==> src/rtl/alu_pkg.sv <==
// Shared definitions for the shared-ALU arbiter: widths, ALU select codes,
// response-buffer state encoding and the funct3/funct7 decode helper.
package alu_pkg;

  localparam int XLEN          = 32;
  localparam int FUNCT3_WIDTH  = 3;
  localparam int ALUCTRL_WIDTH = 4;
  localparam int NUM_REQ       = 2;
  localparam int ID_WIDTH      = 1;

  localparam logic [ALUCTRL_WIDTH-1:0] ALU_ADD  = 4'd0;
  localparam logic [ALUCTRL_WIDTH-1:0] ALU_SUB  = 4'd1;
  localparam logic [ALUCTRL_WIDTH-1:0] ALU_AND  = 4'd2;
  localparam logic [ALUCTRL_WIDTH-1:0] ALU_OR   = 4'd3;
  localparam logic [ALUCTRL_WIDTH-1:0] ALU_XOR  = 4'd4;
  localparam logic [ALUCTRL_WIDTH-1:0] ALU_SLL  = 4'd5;
  localparam logic [ALUCTRL_WIDTH-1:0] ALU_SRL  = 4'd6;
  localparam logic [ALUCTRL_WIDTH-1:0] ALU_SRA  = 4'd7;
  localparam logic [ALUCTRL_WIDTH-1:0] ALU_SLT  = 4'd8;
  localparam logic [ALUCTRL_WIDTH-1:0] ALU_SLTU = 4'd9;

  typedef enum logic {
    ST_EMPTY = 1'b0,
    ST_FULL  = 1'b1
  } state_e;

  // Map the RV32 instruction fields of one request to an ALU select.
  function automatic logic [ALUCTRL_WIDTH-1:0] alu_decode(
    input logic                    arith,
    input logic [FUNCT3_WIDTH-1:0] funct3,
    input logic                    funct7_fif,
    input logic                    i_type
  );
    logic [ALUCTRL_WIDTH-1:0] sel;
    sel = ALU_ADD;
    if (arith) begin
      case (funct3)
        3'b000:  sel = (funct7_fif && !i_type) ? ALU_SUB : ALU_ADD;
        3'b001:  sel = ALU_SLL;
        3'b010:  sel = ALU_SLT;
        3'b011:  sel = ALU_SLTU;
        3'b100:  sel = ALU_XOR;
        3'b101:  sel = funct7_fif ? ALU_SRA : ALU_SRL;
        3'b110:  sel = ALU_OR;
        default: sel = ALU_AND;
      endcase
    end
    return sel;
  endfunction

endpackage

==> src/rtl/alu_share_arbiter_if.sv <==
// Request/response bundle between the two requesters, the shared-ALU
// arbiter and the response consumer. master = requesters/consumer side,
// slave = arbiter side.
interface alu_share_arbiter_if;
  import alu_pkg::*;

  logic [NUM_REQ-1:0]              req_valid;
  logic [NUM_REQ-1:0]              req_ready;
  logic [NUM_REQ-1:0]              req_arith;
  logic [NUM_REQ*FUNCT3_WIDTH-1:0] req_funct3;
  logic [NUM_REQ-1:0]              req_funct7_fif;
  logic [NUM_REQ-1:0]              req_i_type;
  logic [NUM_REQ*XLEN-1:0]         req_op_a;
  logic [NUM_REQ*XLEN-1:0]         req_op_b;
  logic                            rsp_valid;
  logic                            rsp_ready;
  logic [ID_WIDTH-1:0]             rsp_id;
  logic [XLEN-1:0]                 rsp_data;
  logic                            busy;

  modport master (
    output req_valid, req_arith, req_funct3, req_funct7_fif, req_i_type,
           req_op_a, req_op_b, rsp_ready,
    input  req_ready, rsp_valid, rsp_id, rsp_data, busy
  );

  modport slave (
    input  req_valid, req_arith, req_funct3, req_funct7_fif, req_i_type,
           req_op_a, req_op_b, rsp_ready,
    output req_ready, rsp_valid, rsp_id, rsp_data, busy
  );

endinterface

==> src/rtl/alu_core.sv <==
// Combinational RV32 ALU datapath: wrap-around arithmetic, shifts use
// op_b[4:0], compares return a zero-extended 0/1.
module alu_core
  import alu_pkg::*;
(
  input  logic [XLEN-1:0]          op_a,
  input  logic [XLEN-1:0]          op_b,
  input  logic [ALUCTRL_WIDTH-1:0] alu_sel,
  output logic [XLEN-1:0]          result
);

  logic [4:0] shamt;
  assign shamt = op_b[4:0];

  // Select the operation result.
  always_comb begin
    result = '0;
    case (alu_sel)
      ALU_ADD:  result = op_a + op_b;
      ALU_SUB:  result = op_a - op_b;
      ALU_AND:  result = op_a & op_b;
      ALU_OR:   result = op_a | op_b;
      ALU_XOR:  result = op_a ^ op_b;
      ALU_SLL:  result = op_a << shamt;
      ALU_SRL:  result = op_a >> shamt;
      ALU_SRA:  result = $unsigned($signed(op_a) >>> shamt);
      ALU_SLT:  result = {{(XLEN-1){1'b0}}, ($signed(op_a) < $signed(op_b))};
      ALU_SLTU: result = {{(XLEN-1){1'b0}}, (op_a < op_b)};
      default:  result = '0;
    endcase
  end

endmodule

==> src/rtl/alu_share_arbiter.sv <==
// Shares one ALU between two requesters (0 = execute stage, 1 = address/
// branch helper). Round-robin arbitration, decode, and a one-entry response
// buffer with valid/ready backpressure.
// Build option: define ALU_ARB_FIXED_PRIO_EN to make req0 always win a
// contended cycle (no round-robin pointer is built in that case).
module alu_share_arbiter
  import alu_pkg::*;
(
  input  logic               clk,
  input  logic               rst_n,
  alu_share_arbiter_if.slave bus
);

  state_e              state_q, state_d;
  logic [ID_WIDTH-1:0] rsp_id_q, rsp_id_d;
  logic [XLEN-1:0]     rsp_data_q, rsp_data_d;

  logic                     grant;
  logic [ID_WIDTH-1:0]      win_id;
  logic                     sel_arith, sel_f7, sel_it;
  logic [FUNCT3_WIDTH-1:0]  sel_f3;
  logic [XLEN-1:0]          sel_a, sel_b;
  logic [ALUCTRL_WIDTH-1:0] alu_sel;
  logic [XLEN-1:0]          alu_result;

`ifndef ALU_ARB_FIXED_PRIO_EN
  logic rr_q, rr_d;
`endif

  // Arbitration: pick the winner and decide whether a grant may happen.
  always_comb begin
    win_id = '0;
    if (&bus.req_valid) begin
`ifdef ALU_ARB_FIXED_PRIO_EN
      win_id = '0;
`else
      win_id = rr_q;
`endif
    end else begin
      win_id = bus.req_valid[1];
    end
    // A full buffer can accept a new result only when it drains this cycle.
    grant         = (|bus.req_valid) && ((state_q == ST_EMPTY) || bus.rsp_ready);
    bus.req_ready = grant ? (2'b01 << win_id) : 2'b00;
  end

  // Route the winning requester's fields to the decoder and the ALU.
  always_comb begin
    sel_arith = win_id[0] ? bus.req_arith[1]                 : bus.req_arith[0];
    sel_f3    = win_id[0] ? bus.req_funct3[5:3]              : bus.req_funct3[2:0];
    sel_f7    = win_id[0] ? bus.req_funct7_fif[1]            : bus.req_funct7_fif[0];
    sel_it    = win_id[0] ? bus.req_i_type[1]                : bus.req_i_type[0];
    sel_a     = win_id[0] ? bus.req_op_a[2*XLEN-1:XLEN]      : bus.req_op_a[XLEN-1:0];
    sel_b     = win_id[0] ? bus.req_op_b[2*XLEN-1:XLEN]      : bus.req_op_b[XLEN-1:0];
    alu_sel   = alu_decode(sel_arith, sel_f3, sel_f7, sel_it);
  end

  alu_core u_alu_core (
    .op_a    (sel_a),
    .op_b    (sel_b),
    .alu_sel (alu_sel),
    .result  (alu_result)
  );

  // Response buffer next state: load on grant, empty on drain, else hold.
  always_comb begin
    state_d    = state_q;
    rsp_id_d   = rsp_id_q;
    rsp_data_d = rsp_data_q;
    if (grant) begin
      state_d    = ST_FULL;
      rsp_id_d   = win_id;
      rsp_data_d = alu_result;
    end else if ((state_q == ST_FULL) && bus.rsp_ready) begin
      state_d = ST_EMPTY;
    end
  end

  // Response buffer registers.
  always_ff @(posedge clk or negedge rst_n) begin
    if (!rst_n) begin
      state_q    <= ST_EMPTY;
      rsp_id_q   <= '0;
      rsp_data_q <= '0;
    end else begin
      state_q    <= state_d;
      rsp_id_q   <= rsp_id_d;
      rsp_data_q <= rsp_data_d;
    end
  end

`ifndef ALU_ARB_FIXED_PRIO_EN
  // Round-robin pointer points away from the most recent winner.
  always_comb begin
    rr_d = rr_q;
    if (grant) rr_d = ~win_id[0];
  end

  // Round-robin pointer register.
  always_ff @(posedge clk or negedge rst_n) begin
    if (!rst_n) rr_q <= 1'b0;
    else        rr_q <= rr_d;
  end
`endif

  assign bus.rsp_valid = (state_q == ST_FULL);
  assign bus.busy      = (state_q == ST_FULL);
  assign bus.rsp_id    = rsp_id_q;
  assign bus.rsp_data  = rsp_data_q;

endmodule
==> src/flat_wrapper.sv <==
// flat-port wrapper written by rule: the top's interface ports become plain ports
module alu_share_arbiter_flat import alu_pkg::*;
  (clk, rst_n, bus_req_valid, bus_req_arith, bus_req_funct3, bus_req_funct7_fif, bus_req_i_type, bus_req_op_a, bus_req_op_b, bus_rsp_ready, bus_req_ready, bus_rsp_valid, bus_rsp_id, bus_rsp_data, bus_busy);
  alu_share_arbiter_if bus_i ();
  input  logic clk;
  input  logic rst_n;
  input wire logic [$bits(bus_i.req_valid)-1:0] bus_req_valid;
  input wire logic [$bits(bus_i.req_arith)-1:0] bus_req_arith;
  input wire logic [$bits(bus_i.req_funct3)-1:0] bus_req_funct3;
  input wire logic [$bits(bus_i.req_funct7_fif)-1:0] bus_req_funct7_fif;
  input wire logic [$bits(bus_i.req_i_type)-1:0] bus_req_i_type;
  input wire logic [$bits(bus_i.req_op_a)-1:0] bus_req_op_a;
  input wire logic [$bits(bus_i.req_op_b)-1:0] bus_req_op_b;
  input wire logic [$bits(bus_i.rsp_ready)-1:0] bus_rsp_ready;
  output wire logic [$bits(bus_i.req_ready)-1:0] bus_req_ready;
  output wire logic [$bits(bus_i.rsp_valid)-1:0] bus_rsp_valid;
  output wire logic [$bits(bus_i.rsp_id)-1:0] bus_rsp_id;
  output wire logic [$bits(bus_i.rsp_data)-1:0] bus_rsp_data;
  output wire logic [$bits(bus_i.busy)-1:0] bus_busy;
  assign bus_i.req_valid = bus_req_valid;
  assign bus_i.req_arith = bus_req_arith;
  assign bus_i.req_funct3 = bus_req_funct3;
  assign bus_i.req_funct7_fif = bus_req_funct7_fif;
  assign bus_i.req_i_type = bus_req_i_type;
  assign bus_i.req_op_a = bus_req_op_a;
  assign bus_i.req_op_b = bus_req_op_b;
  assign bus_i.rsp_ready = bus_rsp_ready;
  assign bus_req_ready = bus_i.req_ready;
  assign bus_rsp_valid = bus_i.rsp_valid;
  assign bus_rsp_id = bus_i.rsp_id;
  assign bus_rsp_data = bus_i.rsp_data;
  assign bus_busy = bus_i.busy;
  alu_share_arbiter u_core (.clk(clk), .rst_n(rst_n), .bus(bus_i));
endmodule
==> config.mk <==
export PLATFORM = sky130hd
export DESIGN_NAME = alu_share_arbiter_flat
export DESIGN_NICKNAME = d
export VERILOG_FILES = /design/src/rtl/alu_pkg.sv /design/src/rtl/alu_share_arbiter_if.sv /design/src/rtl/alu_core.sv /design/src/rtl/alu_share_arbiter.sv /design/src/flat_wrapper.sv
export SDC_FILE = /design/constraint.sdc
export NUM_CORES = 1
export LEC_CHECK = 0
export CORE_MARGIN = 2
export CORE_UTILIZATION = 40
export DETAILED_ROUTE_END_ITERATION = 7
export REMOVE_ABC_BUFFERS = 1
export SETUP_SLACK_MARGIN = 0.05
export SKIP_CTS_REPAIR_TIMING = 1
export SYNTH_ARGS = -nofsm -noshare
export SYNTH_HDL_FRONTEND = slang
export SYNTH_SLANG_ARGS = --single-unit
==> constraint.sdc <==
create_clock -name clk -period 4.3 [get_ports clk]
set_input_delay 0.43 -clock clk [delete_from_list [all_inputs] [get_ports clk]]
set_output_delay 0.43 -clock clk [all_outputs]
set_load 0.03 [all_outputs]
==> impl_results.md, run 1 <==
- Status: finished clean
- First-pass GRT wire length: 93000 µm
- Synthesized cell area: 11900 µm²
- Gr ovfl total: 0
- Setup ws final: roughly 54 ps
- IO Port Bufs: 181
- CP top delay family: buffers and inverters
- Slowest CP cell: clkdlybuf4s50_1
- Total negative setup slack: 0 ps
- GPL Wtd Cong: 1.03
- Avg Inst Size Synth: roughly 6.4 µm²
- Period utilization: between 90% and 100%
- Flops & latches, synth: 35
- Final Hold Vio Count: 0
- Worst Hold Class: in -> async
- Antenna Violating Nets Remaining: 0
- Place WS: -477 ps
- Buffers and inverters on the worst path: 7
- Dpl hpwl: roughly 51000 µm
- Initial antenna violation count: 0
- # diodes: 0
- Layout area overhead: 41.7%
- EDFF count, synth: 0
- CTS tree: yes
- Crit path arrival time: around 4400 ps
- Critical path class: in -> reg
- Clk root buf: clkbuf_16
- MaxCap Viol Count: 0
- Clk Latency, worst-skew pair: 300 ps
- Clock Sinks: 35
- Die area: 31100 µm²
- Slew Limit Fails: 0
- Fmax: 236 MHz
- Tmin final: between 4000 and 5000 ps
- Final setup viols: 0
- Synth Flop Type: dfrtp_1
- Die W: 176 µm
- Core box area: 29500 µm²
- Yosys warns: 0
- Vias: 16300
- TritonCTS Buffers: 5
- Largest net degree at the start of global routing: 75
- CP Cell Sequence: clkdlybuf4s50_1 -> and2b_2 -> nor2_4 -> buf_12 -> buf_12 -> mux2_2 -> inv_2 -> ha_2 -> a221oi_1 -> buf_4 -> o31a_2 -> o211ai_2 -> nand3b_1 -> a21oi_2 -> buf_4 -> o22ai_1 -> or3_1 -> o21ai_0 -> buf_4 -> a31oi_1
- Starting Density: about two fifths
- Peak supply drop: around 0.15 mV
- DR vias/cell: 6.18
- Sequential fraction of the synthesis area: 7.37%
- CP peak stage delay: 420 ps
- Ys async rst share: 100%
- Max_slew headroom: approximately 28%
- DR pass1 iterations: 6
- Design Area, Final: 16800 µm²
- Post-Synthesis Cells: 1868
- Worst EP required: 4460 ps
- Worst-case clock buffer depth: 2
- Synth unique cells: 93
- RSZ-0062 raised after global routing: true
- Leading cell type in the layout, fill and taps excluded: nand2_1
- Slew @ Worst Pin: around 1100 ps
- Post-route DRC: 0
- Layout Skew: 9.88 ps
- Clock transition at path regs: 70 ps
- Rows: 63
- Die Ht: between 150 and 200 µm
- H-tree Lvls: 2
- CP endpoint kind: flip-flop
- Top Ports: 182
- Critical path peak fanout: 7
- Placed Instance Area: 16100 µm²
- P per Cell Area: 280 nW/µm²
- Most frequent cells in the layout: nand2_1, buf_4, nor2_1
- WL/cell: 24.0 µm
- Iteration-0 DRC Markers: 2013
- P_leak: about 7.4 nW
- Overall routing resource usage: 39.1%
- Most used cell, CP: buf_4
- Total routed wirelength: around 63000 µm
- Layout net count: ~2500
- Critical Path Start Type: input pin
- Fraction of layout cells with a size suffix above 1: 21.3%
- Via count of the first global-routing pass: around 15000
==> sequential cells by signal, indices dropped and copies added, names as in the netlist <==
| register | flops |
|---|---|
| u_core.bus.busy | 1 |
| u_core.rr_q | 1 |
| u_core.bus.rsp_data | 32 |
| u_core.bus.rsp_id | 1 |
==> metal layers <==
layer  GRT usage [%]  part of all wire [%]
met5               0                     0
met4            11.2                   3.0
met1            54.7                    43
met2            61.9                    44
met3            5.94                   9.8
==> synthesized netlist by cell type (6+ instances only) <==
cell type / n / area share [%]
nand2_1: 331 / 10
a21oi_1: 194 / 8.2
nor2_1: 191 / 6.0
o21ai_0: 118 / 5.0
mux2i_1: 100 / 8.4
ha_1: 98 / 10
inv_1: 94 / 3.0
clkbuf_1: 72 / 2.3
nand3_1: 53 / 2.2
nor2b_1: 51 / 2.7
buf_2: 46 / 1.9
a211oi_1: 36 / 2.3
dfrtp_1: 35 / 7.4
nor3_1: 35 / 1.5
a221oi_1: 34 / 2.5
o22ai_1: 25 / 1.3
mux2_2: 20 / 1.9
a31oi_1: 19 / 1.0
o211ai_1: 19 / 1.2
o21bai_1: 18 / 1.1
buf_1: 17 / 0.54
o221ai_1: 17 / 1.3
xnor2_1: 14 / 1.0
and2_1: 13 / 0.68
nand2b_1: 12 / 0.63
and3_1: 11 / 0.58
o32a_1: 11 / 0.93
nor4_1: 10 / 0.53
o2111ai_1: 10 / 0.74
a21o_1: 9 / 0.57
o21a_1: 9 / 0.57
o31ai_1: 9 / 0.57
nand4_1: 8 / 0.42
o22a_1: 7 / 0.52
or3_1: 7 / 0.37
a41oi_1: 6 / 0.44
buf_4: 6 / 0.38
==> final timing paths <==
check | start | end | slack (ps) | cells past startpoint
worst max-delay path | bus_req_valid[0] | u_core.bus.rsp_data[23] | 50 | 20
worst max register to register | u_core.rr_q | u_core.bus.rsp_data[23] | 210 | 19
worst min-delay path | rst_n | u_core.bus.rsp_data[9] | 290 | 1
max in group asynchronous | rst_n | u_core.bus.rsp_data[20] | 3330 | 1
min in group clk | u_core.bus.rsp_data[6] | u_core.bus.rsp_data[6] | 500 | 1
worst min register to register | u_core.bus.rsp_data[6] | u_core.bus.rsp_data[6] | 500 | 1
==> power by group <==
group	switching, mW	internal (mW)
combinational	2.18	1.65
clock	0.189	0.216
sequential	0.0746	0.422
==> layout make-up <==
type	instances	area (µm²)
fillers	2939	12600
multi-input cells	1593	10500
repair buffers	514	4500
flip-flops and latches	35	876
well taps	390	488
inverters	98	368
clock buffers	6	129
clock inverters	2	12.5
==> through the flow <==
step                hold slack [ps]  instances  utilization, %  power [mW]
global route                    356       2638            57.1        4.98
detailed placement              483       2618            54.7        4.05
floorplan                       134       1726               -        2.34
global placement                462       2618            54.7        4.04
CTS                             319       2626            55.2        4.47
finish                          288       2638            57.1        4.72
==> kinds of logic (layout without fill, tap and decap cells) <==
kind of cell	Yosys count	count (layout)	synth area share, %
multiplexers	126	126	11.4
buffers and inverters	240	620	8.26
AO/OA/AOI/OAI	610	610	33.8
AND/OR/NAND/NOR	740	740	27.4
adder cells (fa/ha/maj)	100	100	10.7
flip-flops	35	35	7.37
XOR/XNOR	17	17	1.25
Power figures use the tool's default switching activity.
==> run 2, diff against run 1 <==
- CORE_ASPECT_RATIO: unset -> 0.7
==> impl_results.md, run 2 (synthesis gave the netlist of run 1 again) <==
- Gr ovfl total: 0 (unchanged)
- Fraction of layout cells with a size suffix above 1: 25.1% (+3.8 points)
- Antenna Violating Nets Remaining: 0 (unchanged)
- Clock Sinks: 35 (unchanged)
- Dpl hpwl: 52400 µm (+2.6%)
- Worst Hold Class: in -> async
- Worst EP required: 4520 ps (+60 ps)
- Slew @ Worst Pin: 1030 ps (-37.7 ps)
- Slew Limit Fails: 0 (unchanged)
- WL/cell: 24.0 µm (about the same)
- Final instance count without filler cells: 2729 (+3.4%)
- Leading cell type in the layout, fill and taps excluded: buf_4
- RSZ-0062 raised after global routing: false
- Pint: 2.53 mW (+11%)
- H-tree Lvls: 2 (unchanged)
- GPL Wtd Cong: 1.07 (+3.6%)
- Final setup viols: 0 (unchanged)
- Peak supply drop: 0.142 mV (-8.0%)
- MaxCap Viol Count: 0 (unchanged)
- Via count of the first global-routing pass: 15200 (+0.41%)
- IO Port Bufs: 181 (unchanged)
- TritonCTS Buffers: 5 (unchanged)
- Sequential Power Share: 9.7% (-0.8 points)
- Clk root buf: clkbuf_16
- Vias: 16700 (+2.6%)
- Top Ports: 182 (unchanged)
- Status: finished clean
- Max reg flops: 32 (unchanged)
- Post-route DRC: 0 (unchanged)
- DR pass1 iterations: 6 (unchanged)
- Max_slew headroom: 31.1% (+3.2 points)
- Dpl cells: 2707 (+3.4%)
- Die Ht: 148 µm (-16%)
- Setup ws final: 127 ps (+72.7 ps)
- Design Area, Final: 17800 µm² (+5.5%)
- Overall routing resource usage: 40.0% (+0.93 points)
- Layout Skew: 5.92 ps (-3.96 ps)
- Most frequent cells in the layout: buf_4, nand2_1, nor2_1
- Total routed wirelength: 65400 µm (+3.5%)
- Layout area overhead: 49.5%
- Critical path class: in -> reg
- P_leak: 8.02 nW (+7.7%)
- Critical Path Start Type: input pin
- Clock transition at path regs: 60 ps (about the same)
- Logic pwr share: 80.1% (-0.8 points)
- Critical path peak fanout: 5 (-2)
- FILL cells: 2742 (-6.7%)
- Sw frac: 50.3% (-1.4 points)
- CP endpoint kind: flip-flop
- CTS tree: yes
- Iteration-0 DRC Markers: 1907 (-5.3%)
- Tmin final: 4170 ps (-72.7 ps)
- Clock power share: 10.2% (+1.6 points)
- Placed Instance Area: 16900 µm² (+4.7%)
- Largest net degree at the start of global routing: 75 (unchanged)
- Final Hold Vio Count: 0 (unchanged)
- Worst-case clock buffer depth: 2 (unchanged)
- Clk Latency, worst-skew pair: 300 ps (about the same)
- Rows: 52 (-17%)
- Place WS: -464 ps (+13.7 ps)
- Starting Density: 40.9% (+0.55 points)
- Die W: 210 µm (+19%)
- Die area: 31100 µm² (about the same)
- Initial antenna violation count: 4 (+4)
- Period utilization: 97.1% (-1.7 points)
- Sw power: 2.56 mW (+4.8%)
- First-pass GRT wire length: 94300 µm (+1.4%)
- DR vias/cell: 6.13 (-0.79%)
- Layout net count: 2593 (+4.1%)
- Crit path arrival time: 4390 ps (about the same)
- P per Cell Area: 286 nW/µm² (+2.0%)
- Core box area: 29100 µm² (-1.3%)
- Fmax: 240 MHz (+1.7%)
==> run 2: cell type report <==
class                      count  area (µm²)  area share (%)
timing repair buffer         615        5270            29.7
antenna                        2        5.00          0.0282
clock buffer                   6         129           0.725
inverter                      98         368            2.07
tap                          378         473            2.66
sequential                    35         876            4.93
multi-input combinational   1593       10600            59.6
clock inverter                 2        60.1           0.338
==> run 2: metrics by stage <==
step | total power [mW] | TNS, ps | utilization (%) | hold WS, ps
after detailed placement | 4.21 | -4750 | 58.1 | 480
after global routing | 5.33 | 0 | 61.1 | 368
final | 5.08 | 0 | 61.1 | 308
after floorplan | 2.34 | -87480 | - | 134
after global placement | 4.20 | -3320 | 58.1 | 464
after CTS | 4.74 | -445 | 58.7 | 319
==> run 2: worst paths after layout <==
check | start | to | slack, ps | depth (start not counted)
max | bus_req_valid[1] | u_core.bus.rsp_data[29] | 130 | 22
min | rst_n | u_core.bus.rsp_data[6] | 310 | 1
max reg2reg | u_core.rr_q | u_core.bus.rsp_data[29] | 180 | 21
min reg2reg | u_core.bus.rsp_data[1] | u_core.bus.rsp_data[1] | 500 | 1
max in group asynchronous | rst_n | u_core.bus.rsp_data[18] | 3350 | 1
min in group clk | bus_req_valid[0] | u_core.bus.busy | 480 | 4
==> run 2: layer usage <==
metal  track usage, %  share of wire, %  vias up
li1                 -                 -     7688
met1             58.4                44     7918
met2             55.3                40     1035
met3             13.9                14       92
met4             9.47               2.0        2
met5                0             0.018        -
==> run 2: worst max-delay path, stage by stage <==
cell and delay [ps]:
clkdlybuf4s50_1 500, inv_2 60, nor2_4 160, buf_6 140, buf_8 110, buf_4 120, mux2i_1 200, buf_4 200
inv_2 70, ha_1 190, or3_1 360, o211ai_1 290, o211ai_4 150, nand3b_1 160, buf_4 140, a21oi_4 70
a211oi_4 370, buf_4 200, o31ai_4 50, xnor2_1 130, nand2_1 100, a41oi_2 180
==> run 2: power groups by stage <==
stage,clock network (mW),registers [mW],logic (mW)
after detailed placement,0,0.500,3.71
after CTS,0.520,0.494,3.73
after global routing,0.527,0.504,4.29
after floorplan,0,0.662,1.68
final,0.516,0.495,4.07
after global placement,0,0.498,3.70
